`src/rtl/pid_gate_pkg.sv`:
```
// Shared types and gain-sizing helpers for the PID term gate.
// Ramp support is compiled in with the PID_GATE_RAMP_EN macro.
package pid_gate_pkg;

  typedef enum logic [1:0] {
    ZERO      = 2'd0,
    RAMP_UP   = 2'd1,
    PASS      = 2'd2,
    RAMP_DOWN = 2'd3
  } gate_state_t;

  // Gain k spans 0..2^ramp_shift inclusive, hence one extra bit.
  function automatic int gain_width(input int ramp_shift);
    return ramp_shift + 1;
  endfunction

  function automatic int max_gain(input int ramp_shift);
    return 1 << ramp_shift;
  endfunction

endpackage

```
`src/rtl/pid_term_gate_if.sv`:
```
// Sample stream between the term calculators, the gate and the summing stage.
// The master drives the samples and the slave (the gate) returns the gated samples.
interface pid_term_gate_if #(
  parameter int WIDTH    = 16,
  parameter int CHANNELS = 3
);

  logic                      in_valid;
  logic [CHANNELS*WIDTH-1:0] in_data;
  logic [CHANNELS-1:0]       force_zero;
  logic                      out_valid;
  logic [CHANNELS*WIDTH-1:0] out_data;
  logic [CHANNELS-1:0]       ch_busy;

  modport master (
    output in_valid, in_data, force_zero,
    input  out_valid, out_data, ch_busy
  );

  modport slave (
    input  in_valid, in_data, force_zero,
    output out_valid, out_data, ch_busy
  );

endinterface

```
`src/rtl/pid_gate_ramp.sv`:
```
// One gated channel. With PID_GATE_RAMP_EN the gain fades linearly between 0 and full scale.
// Without the macro the channel is a registered pass-or-zero gate.
module pid_gate_ramp
  import pid_gate_pkg::*;
#(
  parameter int WIDTH      = 16,
  parameter int RAMP_SHIFT = 4
) (
  input  logic                    clk,
  input  logic                    rst,
  input  logic                    in_valid,
  input  logic signed [WIDTH-1:0] in_data,
  input  logic                    force_zero,
  output logic signed [WIDTH-1:0] out_data,
  output logic                    busy
);

`ifdef PID_GATE_RAMP_EN
  localparam int            KW     = gain_width(RAMP_SHIFT);
  localparam int            PW     = WIDTH + KW;
  localparam logic [KW-1:0] K_MAX  = KW'(max_gain(RAMP_SHIFT));
  localparam logic [KW-1:0] K_ONE  = {{(KW-1){1'b0}}, 1'b1};
  localparam logic [KW-1:0] K_ZERO = {KW{1'b0}};

  gate_state_t             state_r;
  gate_state_t             state_s;
  logic [KW-1:0]           k_r;
  logic [KW-1:0]           k_s;
  logic signed [PW-1:0]    data_ext_s;
  logic signed [PW-1:0]    gain_ext_s;
  logic signed [PW-1:0]    prod_s;
  logic signed [PW-1:0]    scaled_s;
  logic signed [WIDTH-1:0] gated_s;
  logic signed [WIDTH-1:0] out_r;
  logic                    busy_r;

  // Next state and stepped gain; reversals move k by one from wherever it is.
  always_comb begin
    state_s = state_r;
    k_s     = k_r;
    if (in_valid) begin
      case (state_r)
        ZERO: begin
          if (!force_zero) begin
            k_s     = K_ONE;
            state_s = (K_ONE == K_MAX) ? PASS : RAMP_UP;
          end else begin
            k_s     = K_ZERO;
            state_s = ZERO;
          end
        end
        RAMP_UP: begin
          if (!force_zero) begin
            k_s     = k_r + K_ONE;
            state_s = (k_s == K_MAX) ? PASS : RAMP_UP;
          end else begin
            k_s     = k_r - K_ONE;
            state_s = (k_s == K_ZERO) ? ZERO : RAMP_DOWN;
          end
        end
        PASS: begin
          if (force_zero) begin
            k_s     = K_MAX - K_ONE;
            state_s = (k_s == K_ZERO) ? ZERO : RAMP_DOWN;
          end else begin
            k_s     = K_MAX;
            state_s = PASS;
          end
        end
        RAMP_DOWN: begin
          if (force_zero) begin
            k_s     = k_r - K_ONE;
            state_s = (k_s == K_ZERO) ? ZERO : RAMP_DOWN;
          end else begin
            k_s     = k_r + K_ONE;
            state_s = (k_s == K_MAX) ? PASS : RAMP_UP;
          end
        end
        default: begin
          k_s     = K_ZERO;
          state_s = ZERO;
        end
      endcase
    end else begin
      state_s = state_r;
      k_s     = k_r;
    end
  end

  // Scale by the stepped gain; |in*k| fits PW bits because k never exceeds 2^RAMP_SHIFT.
  always_comb begin
    data_ext_s = PW'(in_data);
    gain_ext_s = $signed({{(PW-KW){1'b0}}, k_s});
    prod_s     = data_ext_s * gain_ext_s;
    scaled_s   = prod_s >>> RAMP_SHIFT;
    gated_s    = WIDTH'(scaled_s);
  end

  // State, gain, output and busy registers advance only on accepted samples.
  always_ff @(posedge clk) begin
    if (rst) begin
      state_r <= ZERO;
      k_r     <= K_ZERO;
      out_r   <= {WIDTH{1'b0}};
      busy_r  <= 1'b0;
    end else if (in_valid) begin
      state_r <= state_s;
      k_r     <= k_s;
      out_r   <= gated_s;
      busy_r  <= (state_s == RAMP_UP) || (state_s == RAMP_DOWN);
    end
  end

  assign out_data = out_r;
  assign busy     = busy_r;
`else
  logic signed [WIDTH-1:0] out_r;
  logic                    unused_cfg_s;

  assign unused_cfg_s = (RAMP_SHIFT == 0);

  // Hard gate: registered pass or zero on each accepted sample.
  always_ff @(posedge clk) begin
    if (rst) begin
      out_r <= {WIDTH{1'b0}};
    end else if (in_valid) begin
      out_r <= force_zero ? {WIDTH{1'b0}} : in_data;
    end
  end

  assign out_data = out_r;
  assign busy     = 1'b0;
`endif

endmodule

```
`src/rtl/pid_term_gate.sv`:
```
// Multi-channel PID term gate: one pid_gate_ramp per channel plus the valid pipeline.
// Ramping is enabled by defining PID_GATE_RAMP_EN; otherwise channels hard-gate.
module pid_term_gate
  import pid_gate_pkg::*;
#(
  parameter int WIDTH      = 16,
  parameter int CHANNELS   = 3,
  parameter int RAMP_SHIFT = 4
) (
  input  logic          clk,
  input  logic          rst,
  pid_term_gate_if.slave bus
);

  logic [CHANNELS*WIDTH-1:0] out_data_s;
  logic [CHANNELS-1:0]       busy_s;
  logic                      out_valid_r;

  for (genvar c = 0; c < CHANNELS; c++) begin : g_ch
    pid_gate_ramp #(
      .WIDTH      (WIDTH),
      .RAMP_SHIFT (RAMP_SHIFT)
    ) u_ramp (
      .clk        (clk),
      .rst        (rst),
      .in_valid   (bus.in_valid),
      .in_data    (bus.in_data[c*WIDTH +: WIDTH]),
      .force_zero (bus.force_zero[c]),
      .out_data   (out_data_s[c*WIDTH +: WIDTH]),
      .busy       (busy_s[c])
    );
  end

  // Output valid trails the accepted input by exactly one cycle.
  always_ff @(posedge clk) begin
    if (rst) begin
      out_valid_r <= 1'b0;
    end else begin
      out_valid_r <= bus.in_valid;
    end
  end

  assign bus.out_valid = out_valid_r;
  assign bus.out_data  = out_data_s;
  assign bus.ch_busy   = busy_s;

endmodule

```
`src/flat_wrapper.sv`:
```
// flat-port wrapper written by rule: the top's interface ports become plain ports
module pid_term_gate_flat import pid_gate_pkg::*;
#(
  parameter int WIDTH      = 16,
  parameter int CHANNELS   = 3,
  parameter int RAMP_SHIFT = 4
)
  (clk, rst, bus_in_valid, bus_in_data, bus_force_zero, bus_out_valid, bus_out_data, bus_ch_busy);
  pid_term_gate_if #(.WIDTH(WIDTH), .CHANNELS(CHANNELS)) bus_i ();
  input  logic clk;
  input  logic rst;
  input wire logic [$bits(bus_i.in_valid)-1:0] bus_in_valid;
  input wire logic [$bits(bus_i.in_data)-1:0] bus_in_data;
  input wire logic [$bits(bus_i.force_zero)-1:0] bus_force_zero;
  output wire logic [$bits(bus_i.out_valid)-1:0] bus_out_valid;
  output wire logic [$bits(bus_i.out_data)-1:0] bus_out_data;
  output wire logic [$bits(bus_i.ch_busy)-1:0] bus_ch_busy;
  assign bus_i.in_valid = bus_in_valid;
  assign bus_i.in_data = bus_in_data;
  assign bus_i.force_zero = bus_force_zero;
  assign bus_out_valid = bus_i.out_valid;
  assign bus_out_data = bus_i.out_data;
  assign bus_ch_busy = bus_i.ch_busy;
  pid_term_gate #(.WIDTH(WIDTH), .CHANNELS(CHANNELS), .RAMP_SHIFT(RAMP_SHIFT)) u_core (.clk(clk), .rst(rst), .bus(bus_i));
endmodule
```
`config.mk`:
```
export PLATFORM = sky130hd
export DESIGN_NAME = pid_term_gate_flat
export DESIGN_NICKNAME = d
export VERILOG_FILES = /design/src/rtl/pid_gate_pkg.sv /design/src/rtl/pid_term_gate_if.sv /design/src/rtl/pid_gate_ramp.sv /design/src/rtl/pid_term_gate.sv /design/src/flat_wrapper.sv
export SDC_FILE = /design/constraint.sdc
export NUM_CORES = 1
export LEC_CHECK = 0
export ABC_AREA = 1
export CAP_MARGIN = 20
export CELL_PAD_IN_SITES_DETAIL_PLACEMENT = 2
export CELL_PAD_IN_SITES_GLOBAL_PLACEMENT = 2
export CORE_MARGIN = 1
export CORE_UTILIZATION = 19
export CTS_CLUSTER_SIZE = 40
export DETAILED_ROUTE_END_ITERATION = 6
export GPL_TIMING_DRIVEN = 0
export PLACE_DENSITY = 0.83
export SYNTH_ARGS = -nofsm -noshare
export SYNTH_HDL_FRONTEND = slang
export SYNTH_SLANG_ARGS = --single-unit
```
`constraint.sdc`:
```
create_clock -name clk -period 0.9 [get_ports clk]
set_input_delay 0.18 -clock clk [delete_from_list [all_inputs] [get_ports clk]]
set_output_delay 0.18 -clock clk [all_outputs]
set_load 0.005 [all_outputs]
```
== Yosys cells after proc, flatten, opt, wreduce, memory -nomap -nowiden ==
Index checks and enable logic that the tools add are counted.

* Add/subtract/negate cells: 0
* Multipliers: 0
* Divide/modulo/power cells: 0
* Magnitude comparators: 0
* Eq/ne operators: 0
* Shift-type cells: 0
* Multiplexer cells: 3
* Bitwise operators: 0
* Reductions and logical operators: 0

{| class="wikitable"
|+ Operators by type and width
! operator !! number
|-
| 16-bit two-way mux || 3
|}

* Bits in registers: 49
* Bits in latches: 0
* Memory bits (writable): 0
* Bits in read-only memories: 0
* Input port bits: 54
* Output and inout bits: 52
* Word-level logic and storage cells: 7
* Memories: 0

== Depth between registers and ports, before layout ==
Gate-level depths: netlist (run 1).

* Word-level depth: 1
* Gate-level depth with buffers: 5
* Mapped depth without buffers: 3

== By module ==
Synthesis (run 1) repeated with hierarchy kept, for this count alone.

* Cell total of the unflattened synthesis: 225
* Area, all modules: 2,083.2 um2

{| class="wikitable"
|+ Modules (own cells, without submodules)
! module !! instances !! cells an instance !! area an instance (um2) !! sequential area each (um2)
|-
| pid_gate_ramp || 3 || 74 || 684.4 || 320.3
|-
| pid_term_gate || 1 || 3 || 30.0 || 20.0
|}

== Least setup slack after synthesis (run 1) ==
No wires, ideal clock.

* Path type: input-to-reg
* Start: input port rst
* End: register u_core.g_ch[1].u_ramp.out_r[10]
* Setup time: 132 ps
* Arrival: 665 ps
* Data required time: 768 ps
* Slack: 102 ps
* Stages on the path: 3
* Path buffers: 2
* Cells stage by stage: buf_2 -> buf_1 -> a21oi_1

{| class="wikitable"
|+ RTL lines
! item !! line !! source
|-
| from (decl) || flat_wrapper.sv:11 || <nowiki>input logic rst;</nowiki>
|-
| to (signal assigned) || pid_gate_ramp.sv:125 || <nowiki>out_r <= {WIDTH{1'b0}};</nowiki>
|-
| to (signal assigned) || pid_gate_ramp.sv:127 || <nowiki>out_r <= force_zero ? {WIDTH{1'b0}} : in_data;</nowiki>
|-
| to (decl) || pid_gate_ramp.sv:117 || <nowiki>logic signed [WIDTH-1:0] out_r;</nowiki>
|}

No word-level cell between the ends.

== Worst setup path after layout (run 1) ==
* Start: register u_core.g_ch[1].u_ramp.out_r[11]
* End: output port bus_out_data[27]

{| class="wikitable"
|+ RTL lines
! item !! line !! source
|-
| to (decl) || flat_wrapper.sv:16 || <nowiki>output wire logic [$bits(bus_i.out_data)-1:0] bus_out_data;</nowiki>
|}

No word-level cell between the ends.

==> summary.txt, run 1 <==
Run status
  – Status: finished with violations
  – Failing checks: negative setup slack

Timing
  – Setup TNS: -1420 ps
  – Slew HR: 64.5%
  – Final worst-path cycle share: 104%
  – Max-slew violations: 0
  – RSZ-0062 raised after global routing: yes
  – Worst slew pin tran: 533 ps
  – Min Tclk post-route: 939 ps
  – Worst setup margin: -39.4 ps
  – # setup viols final: 49
  – WHS: 172 ps
  – Hold Vio Cnt, Final: 0
  – Clock skew: 0 ps
  – Fmax: 1.06 GHz

Route
  – 1st-pass router iterations: 4
  – Vias/cell: 4.45
  – Vias: 2055
  – Routed len/inst: 15.5 um
  – Post-DRT Antenna Nets: 0
  – DRC: 0
  – DRT iter0 DRCs: 35
  – Post-Route WL: 7.14 mm

Floorplanning
  – Row cnt: 35
  – Initial Util: 19.5%
  – Area of the core: 0.00920 mm2
  – Die area: 0.00982 mm2
  – Die W: 99.1 um
  – I/O pin cnt: 106
  – Die Height: 99.1 um

GRT
  – Vias in the first global route: 2196
  – Initial antenna violation count: 0
  – GR Overflow Total: 0
  – All-Layer GR Usage: 14.5%
  – Largest net degree at the start of global routing: 15
  – First-pass GRT wire length: 11.0 mm

Critical path
  – Crit path required time: 720 ps
  – Buf+Inv Stages, Crit Path: 1
  – Setup crit end kind: output pin
  – Worst path top cell family by delay: flip-flops
  – Worst R2R End: u_core.g_ch[2].u_ramp.out_data[13]$_SDFFE_PP0P_
  – Crit start category: register
  – FF-to-FF path depth: 4
  – CP max FO: 2
  – Slowest Stage Delay on Critical Path: 330 ps
  – Setup slack, reg-to-reg: 90 ps
  – CP max stage cell: dfxtp_2
  – Crit Reg-Reg Startpoint: u_core.g_ch[2].u_ramp.out_data[13]$_SDFFE_PP0P_
  – CP Class: register to output pin
  – Critical Path AT: 760 ps
  – Critical-path cell list: buf_2

Clock network
  – Clk buf depth: 2
  – Clock Tree Root: clkbuf_8
  – TritonCTS clock tree: done
  – Clk Latency, worst-skew pair: 300 ps
  – Clk slew on worst S/H paths: 90 ps
  – H-tree depth: 2
  – TritonCTS Buffers: 5
  – CTS sink cnt: 49
  – # hold bufs at CTS: 0

Flow run
  – Max Cap Viol: 0

Pwr
  – Pleak: 1.34 nW
  – Cell Pwr Density: 1490 mW/mm2
  – Peak VDD IR: 0.000490 V

Min path
  – Worst Hold Depth: 2
  – Hold-critical path endpoint: u_core.g_ch[2].u_ramp.out_data[14]$_SDFFE_PP0P_
  – Worst Hold Launch: rst
  – Hold crit path type: primary input to register

Synth
  – Avg Synthesized Cell Area: 8.14 um2
  – Synth unique cells: 13
  – Yosys reg bits: 49
  – Cell area after synthesis: 0.00179 mm2
  – Syn Inst Count: 220
  – Synth warn: 0
  – Sequential cell area fraction in the yosys report: 54.8%

Place
  – I/O Buffers: 101
  – Placer Congestion: 0.673
  – Detailed-placement wirelength estimate: 4.93 mm
  – Place WS: -598 ps

Finish
  – Final #Nets: 404
  – N_diodes: 0
  – Layout cells sized above 1: 41.9%
  – Post-layout util: 34.9%
  – Area Overhead vs Synth: 79.0%
==> placed cells by master (no fill, tap or decap), drive strengths merged <==
master          n
bufinv          1
nor2            1
nand2          48
conb            3
nand3          48
clkbuf         11
a21oi          48
clkdlybuf4s50  51
dlygate4sd2     1
dfxtp          49
inv             4
buf            86
==> cell usage after synthesis <==
| cell | instances | area share [%] |
|---|---|---|
| a21oi_1 | 48 | 13 |
| buf_1 | 1 | 0.21 |
| buf_2 | 8 | 2.2 |
| buf_4 | 6 | 2.5 |
| buf_6 | 2 | 1.3 |
| clkbuf_1 | 4 | 0.84 |
| conb_1 | 1 | 0.21 |
| dfxtp_1 | 49 | 55 |
| inv_1 | 3 | 0.63 |
| inv_2 | 1 | 0.21 |
| nand2_1 | 48 | 10 |
| nand3_1 | 48 | 13 |
| nor2_1 | 1 | 0.21 |
==> metal layers <==
| layer | vias up | track usage, % | wire [um] |
|---|---|---|---|
| met2 | 61 | 26.6 | 3560 |
| met5 | - | 0 | 0 |
| li1 | 992 | - | - |
| met1 | 994 | 16.6 | 3150 |
| met4 | 0 | 5.43 | 126 |
| met3 | 8 | 2.70 | 309 |
==> power by group <==
group	switching [mW]	internal, mW
sequential	0.0478	2.27
clock	0.783	0.908
combinational	0.313	0.452
total	1.14	3.63
==> metrics by stage <==
step	power [mW]	instances	instance area, um2
floorplan	2.59	222	1800
global placement	3.06	434	2950
detailed placement	3.08	434	2950
CTS	4.80	455	3100
global route	5.00	462	3210
finish	4.77	462	3210
==> layout make-up <==
class / count / area, um2
fill: 1034 / 5990
buffer: 21 / 161
clock inverter: 1 / 30.0
tap: 111 / 139
multi-input combinational: 148 / 683
inverter: 4 / 15.0
clock buffer: 7 / 86.3
sequential: 49 / 1040
timing repair buffer: 121 / 1050
==> flip-flops by register name, indices dropped and copies added, names as in the netlist <==
signal	count
u_core.bus.out_valid	1
u_core.g_ch.u_ramp.out_data	48
==> worst register-to-register path: stages (launching register included) <==
cell and delay [ps]:
dfxtp_2 340, buf_4 120, buf_4 120, nand2_1 60, a21oi_1 60
==> cells by family (layout without fill, tap and decap cells) <==
group / Yosys count / in the layout / synth area share [%]
simple gates: 97 / 97 / 23.7
flops: 49 / 49 / 54.8
compound gates: 48 / 48 / 13.4
buf+inv: 25 / 154 / 7.90
other cells: 1 / 3 / 0.209
==> timing repair <==
| action | 4_1_cts | 5_1_grt |
|---|---|---|
| buffers inserted | 13 | 6 |
| endpoints found under the setup margin | 96 | 66 |
| gates cloned | 0 | 1 |
| gates resized for setup | 272 | 11 |
==> worst max path at each step <==
stage	from	to	depth (start not counted)
after floorplan	rst	u_core.g_ch[1].u_ramp.out_data[10]$_SDFFE_PP0P_	3
after global placement	bus_in_valid	u_core.g_ch[2].u_ramp.out_data[9]$_SDFFE_PP0P_	5
after detailed placement	bus_in_valid	u_core.g_ch[2].u_ramp.out_data[9]$_SDFFE_PP0P_	5
after CTS	u_core.g_ch[1].u_ramp.out_data[11]$_SDFFE_PP0P_	bus_out_data[27]	1
after global routing	u_core.g_ch[1].u_ramp.out_data[11]$_SDFFE_PP0P_	bus_out_data[27]	1
final	u_core.g_ch[1].u_ramp.out_data[11]$_SDFFE_PP0P_	bus_out_data[27]	1
(Power assumes the default switching activity.)
==> run 2: changes to the inputs <==
Clock period 0.9 ns to 1 ns, I/O delays scaled along.
==> run 2 against run 1 <==
  * The run now ends clean
  * Largest power group unchanged
  * Non-clock buffer count down 6
  * Clock skew unchanged
  * Final cell count down 1.3%
  * Sequential share of layout area up 1.9 points
  * First-iteration DRC count down 14%
  * Design area down 5.6%
  * Sequential power down 10%
  * Combinational power down 18%
  * Total power down 11%
  * Clock power down 10%
  * Global-route usage down 0.10 points
==> summary.txt, run 2 (same netlist as run 1, synthesis figures left out) <==
Critical path
  – CP max stage cell: dfxtp_2 (unchanged)
  – Critical-path cell list: buf_2 (unchanged)
  – Buf+Inv Stages, Crit Path: 1 (unchanged)
  – CP Class: register to output pin (unchanged)
  – Crit path required time: 800 ps (was 720 ps)
  – CP max FO: 2 (unchanged)
  – Worst path top cell family by delay: flip-flops (unchanged)
  – Critical Path AT: 770 ps (was 760 ps)
  – Slowest Stage Delay on Critical Path: 340 ps (was 330 ps)
  – Crit start category: register (unchanged)
  – Setup slack, reg-to-reg: 280 ps (was 90 ps)
  – Setup crit end kind: output pin (unchanged)

Timing
  – WHS: 194 ps (was 172 ps)
  – Worst setup margin: 30.5 ps (was -39.4 ps)
  – Fmax: 1.03 GHz
  – Setup TNS: 0 ps (was -1420 ps)
  – RSZ-0062 raised after global routing: yes (unchanged)
  – Final worst-path cycle share: 96.9%
  – Hold Vio Cnt, Final: 0 (unchanged)
  – Max-slew violations: 0 (unchanged)
  – Min Tclk post-route: 969 ps
  – Clock skew: 0 ps (unchanged)
  – # setup viols final: 0 (was 49)

Pwr
  – Pleak: 1.29 nW (was 1.34 nW)
  – Cell Pwr Density: 1400 mW/mm2 (was 1490 mW/mm2)
  – Tot Pwr: 4.23 mW (was 4.77 mW)
  – Peak VDD IR: 0.000469 V (was 0.000490 V)

GRT
  – Initial antenna violation count: 0 (unchanged)
  – Vias in the first global route: 2155 (was 2196)
  – GR Overflow Total: 0 (unchanged)
  – All-Layer GR Usage: 14.4% (was 14.5%)
  – Largest net degree at the start of global routing: 15 (unchanged)
  – First-pass GRT wire length: 10.9 mm (was 11.0 mm)

Place
  – Placer Congestion: 0.673 (unchanged)
  – Detailed-placement wirelength estimate: 4.93 mm (unchanged)
  – Post-Place Cells: 434 (unchanged)
  – Post-Place Cell Area: 0.00295 mm2 (unchanged)
  – I/O Buffers: 101 (unchanged)
  – Place WS: -518 ps (was -598 ps)

Finish
  – Most frequent cells in the layout: 51 x buf_2, 51 x clkdlybuf4s50_1 (was 51 x clkdlybuf4s50_1, 48 x nand3_1, 48 x nand2_1, 48 x dfxtp_2, 46 x a21oi_1)
  – N_diodes: 0 (unchanged)
  – Final Cell Area: 0.00303 mm2 (was 0.00321 mm2)
  – Area Overhead vs Synth: 69.0% (was 79.0%)
  – Final #Nets: 398 (was 404)
  – Layout cells sized above 1: 40.3% (was 41.9%)
  – Final std cells w/o fill: 456 (was 462)
  – Post-layout util: 32.9% (was 34.9%)
  – FILL cells: 1049 (was 1034)
  – Largest register FFs: 48 (unchanged)

Clock network
  – Clock Tree Root: clkbuf_8 (unchanged)
  – Clk Latency, worst-skew pair: 300 ps (about the same)
  – Clk buf depth: 2 (unchanged)
  – H-tree depth: 2 (unchanged)
  – TritonCTS Buffers: 5 (unchanged)
  – CTS sink cnt: 49 (unchanged)
  – Clk slew on worst S/H paths: 90 ps (about the same)
  – TritonCTS clock tree: done (unchanged)

Flow run
  – Max Cap Viol: 0 (unchanged)

Route
  – Vias/cell: 4.46 (was 4.45)
  – Routed len/inst: 15.2 um (was 15.5 um)
  – DRT iter0 DRCs: 30 (was 35)
  – 1st-pass router iterations: 4 (unchanged)
  – Post-Route WL: 6.93 mm (was 7.14 mm)
  – DRC: 0 (unchanged)
  – Post-DRT Antenna Nets: 0 (unchanged)
  – Vias: 2036 (was 2055)

Floorplanning
  – Die area: 0.00982 mm2 (unchanged)
  – Area of the core: 0.00920 mm2 (unchanged)
  – Initial Util: 19.5% (unchanged)
  – Die W: 99.1 um (unchanged)
  – Row cnt: 35 (unchanged)
  – Die Height: 99.1 um (unchanged)
  – I/O pin cnt: 106 (unchanged)

Min path
  – Hold crit path type: primary input to register (unchanged)

Run status
  – Status: finished, final reports clean (was finished with violations)
-- run 2: worst paths after layout --
path	start	depth (start not counted)	to
max reg2reg	u_core.g_ch[1].u_ramp.out_data[11]$_SDFFE_PP0P_	3	u_core.g_ch[1].u_ramp.out_data[11]$_SDFFE_PP0P_
max	u_core.g_ch[2].u_ramp.out_data[15]$_SDFFE_PP0P_	1	bus_out_data[47]
min reg2reg	u_core.g_ch[1].u_ramp.out_data[8]$_SDFFE_PP0P_	2	u_core.g_ch[1].u_ramp.out_data[8]$_SDFFE_PP0P_
min	rst	2	u_core.g_ch[0].u_ramp.out_data[2]$_SDFFE_PP0P_
-- run 2: final cells by class --
cell class                      instances  area, um2  area share [%]
Clock buffer                            7       86.3            2.85
Multi-Input combinational cell        148        676            22.3
Sequential cell                        49       1040            34.4
Tap cell                              111        139            4.59
Buffer                                 21        150            4.96
Timing Repair Buffer                  115        888            29.4
Inverter                                4       15.0           0.496
Clock inverter                          1       30.0           0.993
-- run 2: report_power, final --
part	internal [mW]	switching [mW]
Clock	0.817	0.704
Combinational	0.357	0.272
Sequential	2.04	0.0369
-- run 2: what timing repair did --
item                                    CTS  global route
buffers inserted                         12             2
hold buffers                              0             0
resized for setup                       254             4
gates cloned                              0             0
endpoints found under the setup margin   85            11
hold endpoints to repair                  0             0
-- run 2: per-layer routing --
metal / vias to the layer above / GRT usage (%) / routed length, um / part of all wire (%)
met3: 6 / 2.84 / 291 / 4.2
met4: 0 / 4.98 / 97 / 1.4
li1: 980 / - / - / -
met5: - / 0 / 0 / 0
met2: 63 / 26.4 / 3510 / 51
met1: 987 / 16.5 / 3020 / 44
